===== src/rtl/ex_div_pkg.sv =====
// Shared definitions for the EX-stage integer divider: FSM states,
// funct3 encodings of the divide/remainder instructions and an
// opcode decode helper.
package ex_div_pkg;

  localparam int XLEN_DEFAULT = 32;

  // funct3 encodings of the M-extension divide group
  localparam logic [2:0] F3_DIV  = 3'b100;
  localparam logic [2:0] F3_DIVU = 3'b101;
  localparam logic [2:0] F3_REM  = 3'b110;
  localparam logic [2:0] F3_REMU = 3'b111;

  typedef enum logic [1:0] {
    IDLE = 2'd0,
    CALC = 2'd1,
    FIX  = 2'd2,
    DONE = 2'd3
  } div_state_e;

  typedef struct packed {
    logic is_div_grp;  // funct3 belongs to the divide group
    logic is_signed;   // DIV / REM
    logic is_rem;      // REM / REMU return the remainder
  } div_op_t;

  // Decode the funct3 field into the few properties the divider needs.
  function automatic div_op_t decode_op(input logic [2:0] f3);
    div_op_t op;
    op.is_div_grp = f3[2];
    op.is_signed  = ~f3[0];
    op.is_rem     = f3[1];
    return op;
  endfunction

endpackage


===== src/rtl/ex_div_if.sv =====
// Handshake between the EX stage / hazard unit and the iterative divider.
interface ex_div_if
  import ex_div_pkg::*;
#(
  parameter int XLEN = XLEN_DEFAULT
);
  logic            StartE;
  logic [2:0]      funct3E;
  logic [XLEN-1:0] SrcAE;
  logic [XLEN-1:0] SrcBE;
  logic            FlushE;
  logic            StallDiv;
  logic            DivBusy;
  logic            DivDoneE;
  logic [XLEN-1:0] DivResultE;

  // pipeline side: issues the operation, consumes stall and result
  modport master (
    output StartE, funct3E, SrcAE, SrcBE, FlushE,
    input  StallDiv, DivBusy, DivDoneE, DivResultE
  );

  // divider side
  modport slave (
    input  StartE, funct3E, SrcAE, SrcBE, FlushE,
    output StallDiv, DivBusy, DivDoneE, DivResultE
  );
endinterface


===== src/rtl/ex_div_step.sv =====
// One combinational restoring-division step. The partial remainder is
// shifted left by one with the next dividend bit appended and the divisor
// is trial-subtracted in XLEN+1 bits; the sign of the difference decides
// the quotient bit and whether the subtraction is kept.
module div_step #(
  parameter int XLEN = 32
) (
  input  logic [XLEN-1:0] rem_in,
  input  logic            dividend_bit,
  input  logic [XLEN-1:0] divisor,
  output logic [XLEN-1:0] rem_out,
  output logic            q_bit
);

  logic [XLEN:0] partial_s;
  logic [XLEN:0] diff_s;

  assign partial_s = {rem_in, dividend_bit};
  assign diff_s    = partial_s - {1'b0, divisor};

  // Invariant rem_in < divisor keeps a non-negative difference inside XLEN
  // bits, so diff_s[XLEN] is a clean "borrow" flag.
  assign q_bit   = ~diff_s[XLEN];
  assign rem_out = q_bit ? diff_s[XLEN-1:0] : {rem_in[XLEN-2:0], dividend_bit};

endmodule


===== src/rtl/ex_div_controller.sv =====
// Multi-cycle restoring divider for the EX stage. Holds the pipeline with
// StallDiv while iterating one quotient bit per cycle, then presents a
// signed/unsigned quotient or remainder with a one-cycle DivDoneE pulse.
// Divide-by-zero and signed overflow bypass the iteration.
module ex_div_controller
  import ex_div_pkg::*;
#(
  parameter int XLEN = XLEN_DEFAULT
) (
  input logic     clk,
  input logic     reset,
  ex_div_if.slave div_bus
);

  localparam int CW = $clog2(XLEN);

  localparam logic [XLEN-1:0] ZERO     = {XLEN{1'b0}};
  localparam logic [XLEN-1:0] ALL_ONES = {XLEN{1'b1}};
  localparam logic [XLEN-1:0] ONE      = {{(XLEN-1){1'b0}}, 1'b1};
  localparam logic [XLEN-1:0] MIN_NEG  = {1'b1, {(XLEN-1){1'b0}}};
  localparam logic [CW-1:0]   CNT_INIT = CW'(XLEN - 1);
  localparam logic [CW-1:0]   CNT_ZERO = {CW{1'b0}};
  localparam logic [CW-1:0]   CNT_ONE  = {{(CW-1){1'b0}}, 1'b1};

  div_state_e      state_r;
  logic [CW-1:0]   count_r;
  logic [XLEN-1:0] rem_r;
  logic [XLEN-1:0] quo_r;       // dividend shifts out, quotient shifts in
  logic [XLEN-1:0] dvsr_r;
  logic            neg_q_r;
  logic            neg_r_r;
  logic            rem_op_r;
  logic [XLEN-1:0] result_r;

  div_op_t         op_s;
  logic            start_s;
  logic            a_neg_s;
  logic            b_neg_s;
  logic [XLEN-1:0] abs_a_s;
  logic [XLEN-1:0] abs_b_s;
  logic            div_zero_s;
  logic            ovf_s;
  logic [XLEN-1:0] rem_nxt_s;
  logic            q_bit_s;
  logic [XLEN-1:0] quo_fix_s;
  logic [XLEN-1:0] rem_fix_s;

  assign op_s       = decode_op(div_bus.funct3E);
  // a flush in the same cycle kills the instruction before it starts
  assign start_s    = (state_r == IDLE) && div_bus.StartE && !div_bus.FlushE && op_s.is_div_grp;
  assign a_neg_s    = op_s.is_signed & div_bus.SrcAE[XLEN-1];
  assign b_neg_s    = op_s.is_signed & div_bus.SrcBE[XLEN-1];
  assign abs_a_s    = a_neg_s ? (~div_bus.SrcAE + ONE) : div_bus.SrcAE;
  assign abs_b_s    = b_neg_s ? (~div_bus.SrcBE + ONE) : div_bus.SrcBE;
  assign div_zero_s = (div_bus.SrcBE == ZERO);
  assign ovf_s      = op_s.is_signed && (div_bus.SrcAE == MIN_NEG) && (div_bus.SrcBE == ALL_ONES);

  div_step #(.XLEN(XLEN)) u_step (
    .rem_in       (rem_r),
    .dividend_bit (quo_r[XLEN-1]),
    .divisor      (dvsr_r),
    .rem_out      (rem_nxt_s),
    .q_bit        (q_bit_s)
  );

  assign quo_fix_s = neg_q_r ? (~quo_r + ONE) : quo_r;
  assign rem_fix_s = neg_r_r ? (~rem_r + ONE) : rem_r;

  // Stall is combinational so the start cycle itself already holds F/D/E;
  // gated by reset so it drops as soon as reset is asserted.
  assign div_bus.StallDiv   = reset && (start_s || (state_r == CALC) || (state_r == FIX));
  assign div_bus.DivBusy    = (state_r != IDLE);
  assign div_bus.DivDoneE   = (state_r == DONE);
  assign div_bus.DivResultE = result_r;

  // Divider FSM: operand capture, iteration, sign fix-up and result register.
  always_ff @(posedge clk or negedge reset) begin
    if (!reset) begin
      state_r  <= IDLE;
      count_r  <= CNT_ZERO;
      rem_r    <= ZERO;
      quo_r    <= ZERO;
      dvsr_r   <= ZERO;
      neg_q_r  <= 1'b0;
      neg_r_r  <= 1'b0;
      rem_op_r <= 1'b0;
      result_r <= ZERO;
    end else begin
      case (state_r)
        IDLE: begin
          if (start_s) begin
            if (div_zero_s) begin
              result_r <= op_s.is_rem ? div_bus.SrcAE : ALL_ONES;
              state_r  <= DONE;
            end else if (ovf_s) begin
              result_r <= op_s.is_rem ? ZERO : MIN_NEG;
              state_r  <= DONE;
            end else begin
              rem_r    <= ZERO;
              quo_r    <= abs_a_s;
              dvsr_r   <= abs_b_s;
              count_r  <= CNT_INIT;
              neg_q_r  <= a_neg_s ^ b_neg_s;
              neg_r_r  <= a_neg_s;
              rem_op_r <= op_s.is_rem;
              state_r  <= CALC;
            end
          end else begin
            state_r <= IDLE;
          end
        end
        CALC: begin
          if (div_bus.FlushE) begin
            state_r <= IDLE;
          end else begin
            rem_r <= rem_nxt_s;
            quo_r <= {quo_r[XLEN-2:0], q_bit_s};
            if (count_r == CNT_ZERO) begin
              state_r <= FIX;
            end else begin
              count_r <= count_r - CNT_ONE;
              state_r <= CALC;
            end
          end
        end
        FIX: begin
          if (div_bus.FlushE) begin
            state_r <= IDLE;
          end else begin
            result_r <= rem_op_r ? rem_fix_s : quo_fix_s;
            state_r  <= DONE;
          end
        end
        DONE: begin
          // the instruction is still in EX this cycle; its StartE is ignored
          state_r <= IDLE;
        end
        default: begin
          state_r <= IDLE;
        end
      endcase
    end
  end

endmodule


===== src/flat_wrapper.sv =====
// flat-port wrapper written by rule: the top's interface ports become plain ports
module ex_div_controller_flat import ex_div_pkg::*;
#(
  parameter int XLEN = XLEN_DEFAULT
)
  (clk, reset, div_bus_StartE, div_bus_funct3E, div_bus_SrcAE, div_bus_SrcBE, div_bus_FlushE, div_bus_StallDiv, div_bus_DivBusy, div_bus_DivDoneE, div_bus_DivResultE);
  ex_div_if #(.XLEN(XLEN)) div_bus_i ();
  input logic clk;
  input logic reset;
  input wire logic [$bits(div_bus_i.StartE)-1:0] div_bus_StartE;
  input wire logic [$bits(div_bus_i.funct3E)-1:0] div_bus_funct3E;
  input wire logic [$bits(div_bus_i.SrcAE)-1:0] div_bus_SrcAE;
  input wire logic [$bits(div_bus_i.SrcBE)-1:0] div_bus_SrcBE;
  input wire logic [$bits(div_bus_i.FlushE)-1:0] div_bus_FlushE;
  output wire logic [$bits(div_bus_i.StallDiv)-1:0] div_bus_StallDiv;
  output wire logic [$bits(div_bus_i.DivBusy)-1:0] div_bus_DivBusy;
  output wire logic [$bits(div_bus_i.DivDoneE)-1:0] div_bus_DivDoneE;
  output wire logic [$bits(div_bus_i.DivResultE)-1:0] div_bus_DivResultE;
  assign div_bus_i.StartE = div_bus_StartE;
  assign div_bus_i.funct3E = div_bus_funct3E;
  assign div_bus_i.SrcAE = div_bus_SrcAE;
  assign div_bus_i.SrcBE = div_bus_SrcBE;
  assign div_bus_i.FlushE = div_bus_FlushE;
  assign div_bus_StallDiv = div_bus_i.StallDiv;
  assign div_bus_DivBusy = div_bus_i.DivBusy;
  assign div_bus_DivDoneE = div_bus_i.DivDoneE;
  assign div_bus_DivResultE = div_bus_i.DivResultE;
  ex_div_controller #(.XLEN(XLEN)) u_core (.clk(clk), .reset(reset), .div_bus(div_bus_i));
endmodule

===== config.mk =====
export PLATFORM = sky130hd
export DESIGN_NAME = ex_div_controller_flat
export DESIGN_NICKNAME = d
export VERILOG_FILES = /design/src/rtl/ex_div_pkg.sv /design/src/rtl/ex_div_if.sv /design/src/rtl/ex_div_step.sv /design/src/rtl/ex_div_controller.sv /design/src/flat_wrapper.sv
export SDC_FILE = /design/constraint.sdc
export NUM_CORES = 1
export LEC_CHECK = 0
export ABC_CLOCK_PERIOD_IN_PS = 4700
export CORE_UTILIZATION = 55
export DETAILED_ROUTE_END_ITERATION = 8
export HOLD_SLACK_MARGIN = 0.1
export PLACE_DENSITY = 0.88
export SYNTH_ARGS = -nofsm -noshare
export SYNTH_HDL_FRONTEND = slang
export SYNTH_HIERARCHICAL = 1
export SYNTH_SLANG_ARGS = --single-unit

===== constraint.sdc =====
create_clock -name clk -period 4.7 [get_ports clk]
set_input_delay 1.41 -clock clk [delete_from_list [all_inputs] [get_ports clk]]
set_output_delay 1.41 -clock clk [all_outputs]
set_load 0.01 [all_outputs]

==> flow_summary.json, run 1 <==
{
  "yosys.area_share.xor_xnor_pct": 9.732,
  "crit_buf_inv": 2,
  "buffer_ports.inserted": 105,
  "grt_first_pass_wirelength_um": 53590,
  "worst_r2r_startpoint": "u_core/rem_r[0]",
  "clock_latency_ns": 0.43,
  "synthesis.area_per_instance_um2": 9.000,
  "cts_inserted_buffers": 17,
  "maxClockFrequency_mhz": 234.3,
  "hold_ws_ns": 0.4835,
  "die_height_um": 148.4,
  "yosys-mux-area-fraction_pct": 11.97,
  "relSlewSlack_pct": 25.92,
  "main_combinational_cell_family_by_area_after_synthesis": "compound AO/OA/AOI/OAI gates",
  "synth_seq_area_share_pct": 29.29,
  "ff2ff_path_depth": 13,
  "switching_share_pct": 45.85,
  "tritoncts_num_sinks": 138,
  "fp.dieW_um": 148.4,
  "max-clock-path-buffers": 2,
  "wl_met3_um": 2498,
  "synthesized_net_count": 1421,
  "design_power_total_mw": 8.537,
  "route.top_layer_used": "met4",
  "buffer_count_from_post_cts_setup_fixing": 0,
  "ys.flop_type": "dfrtp_1",
  "layout_worst_path_cycle_share_pct": 90.80,
  "timing.critical_path.depth": 6,
  "syn-instance-count": 1310,
  "min_delay_path_depth": 1,
  "number_of_optimization_iterations_in_the_first_detailed_route_pass": 5,
  "floorplan.core_area_um2": 21020,
  "grt_start_max_net_pins": 85,
  "htreeDepth": 4,
  "syn_area_um2": 11790,
  "post_synth_fa_ha_maj_area_fraction_pct": 4.309,
  "wire_per_inst_um": 19.77,
  "switchingPower_mw": 3.915,
  "clockPowerShare_pct": 15.3,
  "crit_path_max_fanout": 3,
  "ctsHoldBuffers": 0,
  "timing.critical_path.required_ns": 3.29,
  "setup_viol": 0,
  "drive_above_1_share_pct": 12.60,
  "drv_cap": 0,
  "crit_arrival_ns": 2.86,
  "drt_iter0_markers": 1051,
  "seqPwrFrac_pct": 24.7,
  "worstHoldPathType": "flip-flop to flip-flop",
  "ant_nets": 0,
  "placer_s_final_routability_congestion_estimate": 0.9440,
  "clk_pin_slew_worst_paths_ns": 0.06,
  "synth_seq_cells": 138,
  "wl_met2_um": 15560,
  "worst_pin_slew_ns": 1.096,
  "totalWireLength_um": 33210,
  "drc_errors": 0,
  "synth.distinct_cells": 93,
  "floorplan.initialDensity_pct": 56.09,
  "endpoint_kind": "output port",
  "worst_setup_startpoint": "div_bus_funct3E[2]",
  "power.share.combinational_pct": 60.0,
  "placed_cells_incl_taps": 1649,
  "cts.repair.resized": 0,
  "power.ir.vdd_worst_mv": 0.3691,
  "critPathKind": "input port to output port",
  "rsz0062_at_grt": "false",
  "power.density_cell_area_nw_per_um2": 624.2,
  "worst_path_largest_cell_delay_ns": 0.56,
  "period_needed_ns": 4.268,
  "internal_power_mw": 4.623,
  "critical-path-top-delay-family": "buffers and inverters",
  "synthSimpleGateAreaFrac_pct": 17.17,
  "crit_slowest_cell": "clkdlybuf4s50_1",
  "postSynth.asyncResetShare_pct": 100.0,
  "antenna_cells_inserted": 0,
  "grt_remaining_overflow": 0,
  "design.die.area_um2": 22030,
  "viasPerCell": 6.505,
  "tritoncts": "yes",
  "final-max-slew-violation-count": 0,
  "finalNonFillerCells": 1680,
  "p_leak_nw": 5.879,
  "clock-root-buffer": "clkbuf_16",
  "rows": 53,
  "areaGrowthSynthToFinish_pct": 16.00,
  "worst_hold_startpoint": "u_core/count_r[4]",
  "number_of_nets_in_the_layout": 1504,
  "count_of_yosys_warnings_during_synthesis": 6,
  "setup_tns_ns": 0,
  "top_level_ports": 106,
  "synth_edf_count": 0,
  "cp_cell_sequence": "clkdlybuf4s50_1 -> nand2_1 -> nor2_1 -> nor2_1 -> nor3b_1 -> clkdlybuf4s50_1",
  "crit_path_start_kind": "input port",
  "synth_compound_area_share_pct": 22.18,
  "met1Wirelength_um": 14050,
  "vias_post_dr": 10930,
  "place_hpwl_um": 24370,
  "antenna_found_initial": 0,
  "skew_ns": 0.004226,
  "status": "finished clean",
  "grt_util_all_layers_pct": 30.62,
  "hold_violations": 0,
  "first_global_vias": 10420
}
==> flip-flops by register name (all words and copies together) (netlist names) <==
| signal | count |
|---|---|
| u_core/state_r | 2 |
| u_core/rem_op_r | 1 |
| u_core/div_bus.DivResultE | 32 |
| u_core/neg_q_r | 1 |
| u_core/neg_r_r | 1 |
| u_core/count_r | 5 |
| u_core/dvsr_r | 32 |
| u_core/rem_r | 32 |
| u_core/quo_r | 32 |
==> synth_stat cells, drive strengths merged, types with 5 or more instances <==
master | n | share of area, %
a32o | 12 | 1.0
nor4 | 23 | 1.7
a221oi | 8 | 0.59
or2 | 7 | 0.37
nor2 | 87 | 2.8
nand2 | 80 | 2.6
nand2b | 13 | 0.69
a211oi | 7 | 0.55
o22ai | 11 | 0.58
clkbuf | 52 | 1.7
mux2 | 95 | 11
or4 | 12 | 0.84
o21ai | 77 | 3.3
o31ai | 29 | 1.8
a21o | 16 | 1.0
xor2 | 71 | 5.3
a41oi | 8 | 0.59
a21oi | 79 | 3.4
mux2i | 16 | 1.5
dfrtp | 138 | 29
o21a | 7 | 0.45
a31oi | 23 | 1.2
or3 | 16 | 0.86
nand3 | 26 | 1.1
and2 | 8 | 0.45
nor3 | 33 | 1.5
a22o | 39 | 2.9
buf | 24 | 1.6
o41ai | 20 | 1.8
nand4 | 22 | 1.3
nor2b | 19 | 1.0
ha | 39 | 4.1
xnor2 | 60 | 4.5
and3 | 11 | 0.58
o2111ai | 5 | 0.42
inv | 65 | 2.1
==> final timing paths <==
kind / end / slack [ns]
min in group asynchronous: u_core/quo_r[25] / 1.12
worst min register to register: u_core/count_r[4] / 0.48
worst min-delay path: u_core/count_r[4] / 0.48
max in group asynchronous: u_core/quo_r[19] / 2.06
worst max register to register: u_core/rem_r[5] / 0.99
worst max-delay path: div_bus_StallDiv / 0.43
==> cell type report <==
type,instances,area (µm²)
well taps,275,344.1
inverters,65,251.5
multi-input cells,1031,7720
clock buffers,18,439.2
repair buffers,140,1340
fillers,1683,7345
clock inverters,13,128.9
flip-flops and latches,138,3453
==> routing by layer <==
metal | track usage (%) | vias to the layer above
met3 | 4.448 | 105
met1 | 40.49 | 5206
li1 | - | 5021
met4 | 12.63 | 0
met5 | 0 | -
met2 | 50.16 | 596
==> cell families after synthesis <==
logic type      after synthesis
xor+xnor                    131
buf+inv                     141
flops                       138
fa+ha+maj                    40
simple gates                375
compound gates              374
mux                         111
==> cells in the final DEF, fill, tap and decap left out, types with 31 or more instances in the layout <==
cell type and count:
dfrtp_1 138, clkdlybuf4s50_1 104, nor2_1 85, nand2_1 79, a21oi_1 77, o21ai_0 77, xor2_1 71, inv_1 64
xnor2_1 60, mux2_4 45, ha_1 39, a22o_1 38, buf_4 33, nor3_1 31
==> power groups by stage <==
stage          Combinational [mW]  Clock (mW)  Sequential [mW]
2_1_floorplan                4.26           0             1.86
3_3_place_gp                 4.89           0             2.07
3_5_place_dp                 5.01           0             2.10
4_1_cts                      5.06        1.31             2.09
5_1_grt                      5.54        1.37             2.16
6_report                     5.12        1.30             2.11
==> metrics by stage <==
| stage | area, µm² | setup WS (ns) | utilization, % |
|---|---|---|---|
| finish | 13680 | 0.4325 | 65.06 |
| CTS | 13680 | 0.4285 | 65.06 |
| global route | 13680 | 0.3061 | 65.06 |
| floorplan | 11790 | 1.165 | - |
| global placement | 13110 | 0.2901 | 62.36 |
| detailed placement | 13110 | 0.2266 | 62.36 |
Note: power is estimated with default switching activity, not from simulation.
==> inputs of run 2 (changes only) <==
SLEW_MARGIN = 30   (was default)
==> flow_summary.json, run 2 (synthesis results as in run 1) <==
{
  "status": "finished clean",
  "power.density_cell_area_nw_per_um2": 623.9,
  "crit_path_max_fanout": 3,
  "top_level_ports": 106,
  "vias_post_dr": 10790,
  "setup_tns_ns": 0,
  "placer_s_final_routability_congestion_estimate": 0.9440,
  "timing.critical_path.required_ns": 3.29,
  "clock_latency_ns": 0.42,
  "number_of_nets_in_the_layout": 1504,
  "max-clock-path-buffers": 2,
  "worst_hold_startpoint": "u_core/dvsr_r[3]",
  "totalWireLength_um": 32750,
  "clock-root-buffer": "clkbuf_16",
  "period_needed_ns": 4.276,
  "cts.repair.resized": 0,
  "grt_remaining_overflow": 0,
  "grt_first_pass_wirelength_um": 53240,
  "setup_viol": 0,
  "final-max-slew-violation-count": 0,
  "post-route-util_pct": 65.11,
  "cp_cell_sequence": "clkdlybuf4s50_1 -> nand2_1 -> nor2_1 -> nor2_1 -> nor3b_1 -> clkdlybuf4s50_1",
  "crit_arrival_ns": 2.87,
  "crit_slowest_cell": "clkdlybuf4s50_1",
  "worst_path_largest_cell_delay_ns": 0.56,
  "worst_r2r_startpoint": "u_core/rem_r[0]",
  "wire_per_inst_um": 19.49,
  "min_delay_path_depth": 1,
  "critPathKind": "input port to output port",
  "worst_pin_slew_ns": 0.8902,
  "areaGrowthSynthToFinish_pct": 16.09,
  "regToRegSetupSlack_ns": 0.99,
  "ff2ff_path_depth": 13,
  "p_leak_nw": 5.881,
  "worstHoldPathType": "flip-flop to flip-flop",
  "crit_buf_inv": 2,
  "fp.dieW_um": 148.4,
  "grt_start_max_net_pins": 85,
  "relSlewSlack_pct": 40.65,
  "buffer_ports.inserted": 105,
  "drive_above_1_share_pct": 12.67,
  "critical-path-top-delay-family": "buffers and inverters",
  "timing.critical_path.depth": 6,
  "rows": 53,
  "design.die.area_um2": 22030,
  "power.ir.vdd_worst_mv": 0.3667,
  "worst_r2r_endpoint": "u_core/rem_r[5]",
  "drc_errors": 0,
  "crit_path_start_kind": "input port",
  "htreeDepth": 4,
  "nFillCells": 1667,
  "maxClockFrequency_mhz": 233.8,
  "floorplan.initialDensity_pct": 56.09,
  "clk_pin_slew_worst_paths_ns": 0.06,
  "tritoncts": "yes",
  "first_global_vias": 10390,
  "grt_util_all_layers_pct": 30.40,
  "finalNonFillerCells": 1680,
  "ctsHoldBuffers": 0,
  "placed_cells_incl_taps": 1649,
  "cts_inserted_buffers": 17,
  "end_point_of_the_most_critical_hold_path": "u_core/dvsr_r[3]",
  "floorplan.core_area_um2": 21020,
  "rsz0062_at_grt": "false",
  "antenna_found_initial": 0,
  "mostFrequentLayoutCells": "138 x dfrtp_1, 104 x clkdlybuf4s50_1, 85 x nor2_1",
  "ant_nets": 0,
  "place_hpwl_um": 24450,
  "viasPerCell": 6.425,
  "die_height_um": 148.4,
  "tritoncts_num_sinks": 138,
  "layout_commonest_cell": "dfrtp_1",
  "drv_cap": 0,
  "buffer_count_from_post_cts_setup_fixing": 0,
  "layout_worst_path_cycle_share_pct": 90.99,
  "skew_ns": 0.006712,
  "endpoint_kind": "output port",
  "hold_violations": 0,
  "antenna_cells_inserted": 0,
  "drt_iter0_markers": 828,
  "number_of_optimization_iterations_in_the_first_detailed_route_pass": 6
}
run 2: cell count changes in the layout (fill, tap and decap cells not counted):
cell     delta
buf_4       -1
buf_6       +1
nor4b_1     -1
nor4b_2     +1
run 2: worst max-delay path by stage:
| stage | slack [ns] | to | from |
|---|---|---|---|
| after floorplan | 1.16 | u_core/quo_r[11] | div_bus_SrcAE[0] |
| after global placement | 0.29 | u_core/quo_r[9] | div_bus_SrcBE[0] |
| after detailed placement | 0.21 | u_core/quo_r[13] | div_bus_SrcBE[0] |
| after CTS | 0.42 | div_bus_StallDiv | div_bus_StartE |
| after global routing | 0.28 | div_bus_StallDiv | div_bus_funct3E[2] |
| final | 0.42 | div_bus_StallDiv | div_bus_StartE |
run 2: cell type report:
| class | count | area [µm²] | area share (%) |
|---|---|---|---|
| inverters | 65 | 251.5 | 1.837 |
| multi-input cells | 1031 | 7726 | 56.45 |
| flip-flops and latches | 138 | 3453 | 25.23 |
| well taps | 275 | 344.1 | 2.514 |
| clock inverters | 13 | 128.9 | 0.9416 |
| clock buffers | 18 | 439.2 | 3.209 |
| repair buffers | 140 | 1344 | 9.818 |
run 2: stage by stage:
step	instance area, µm²	setup slack (ns)	total power, mW	hold slack, ns
after global routing	13690	0.2833	9.080	0.5047
final	13690	0.4236	8.539	0.4867
after global placement	13110	0.2901	6.962	0.4749
after floorplan	11790	1.165	6.116	0.4456
after CTS	13680	0.4231	8.461	0.4927
after detailed placement	13110	0.2109	7.114	0.4793
run 2: worst register-to-register path: stages (launching register included):
cell and delay, ns:
dfrtp_1 0.52, inv_1 0.11, fa_1 0.47, and2b_1 0.27, o2111ai_2 0.15, a21oi_2 0.27
o211ai_2 0.16, a211oi_4 0.35, nor2_4 0.10, mux2i_4 0.20, and2_4 0.21, inv_8 0.21
mux2_2 0.38, a22o_1 0.20
run 2: power by group:
| part | internal, mW | leakage, nW | total [mW] | switching, mW |
|---|---|---|---|---|
| clock network | 0.784 | 0.273 | 1.30 | 0.512 |
| registers | 1.51 | 1.76 | 2.11 | 0.598 |
| logic | 2.33 | 3.85 | 5.14 | 2.81 |
| total | 4.62 | 5.88 | 8.54 | 3.92 |
run 2: metal layers:
metal  global-route usage [%]  vias up  wire length (µm)
met4                    13.81        0              1177
met5                        0        -                 0
met3                    3.865       89              2332
met2                    49.88      524             15380
met1                    40.00     5166             13860
li1                         -     5015                 -
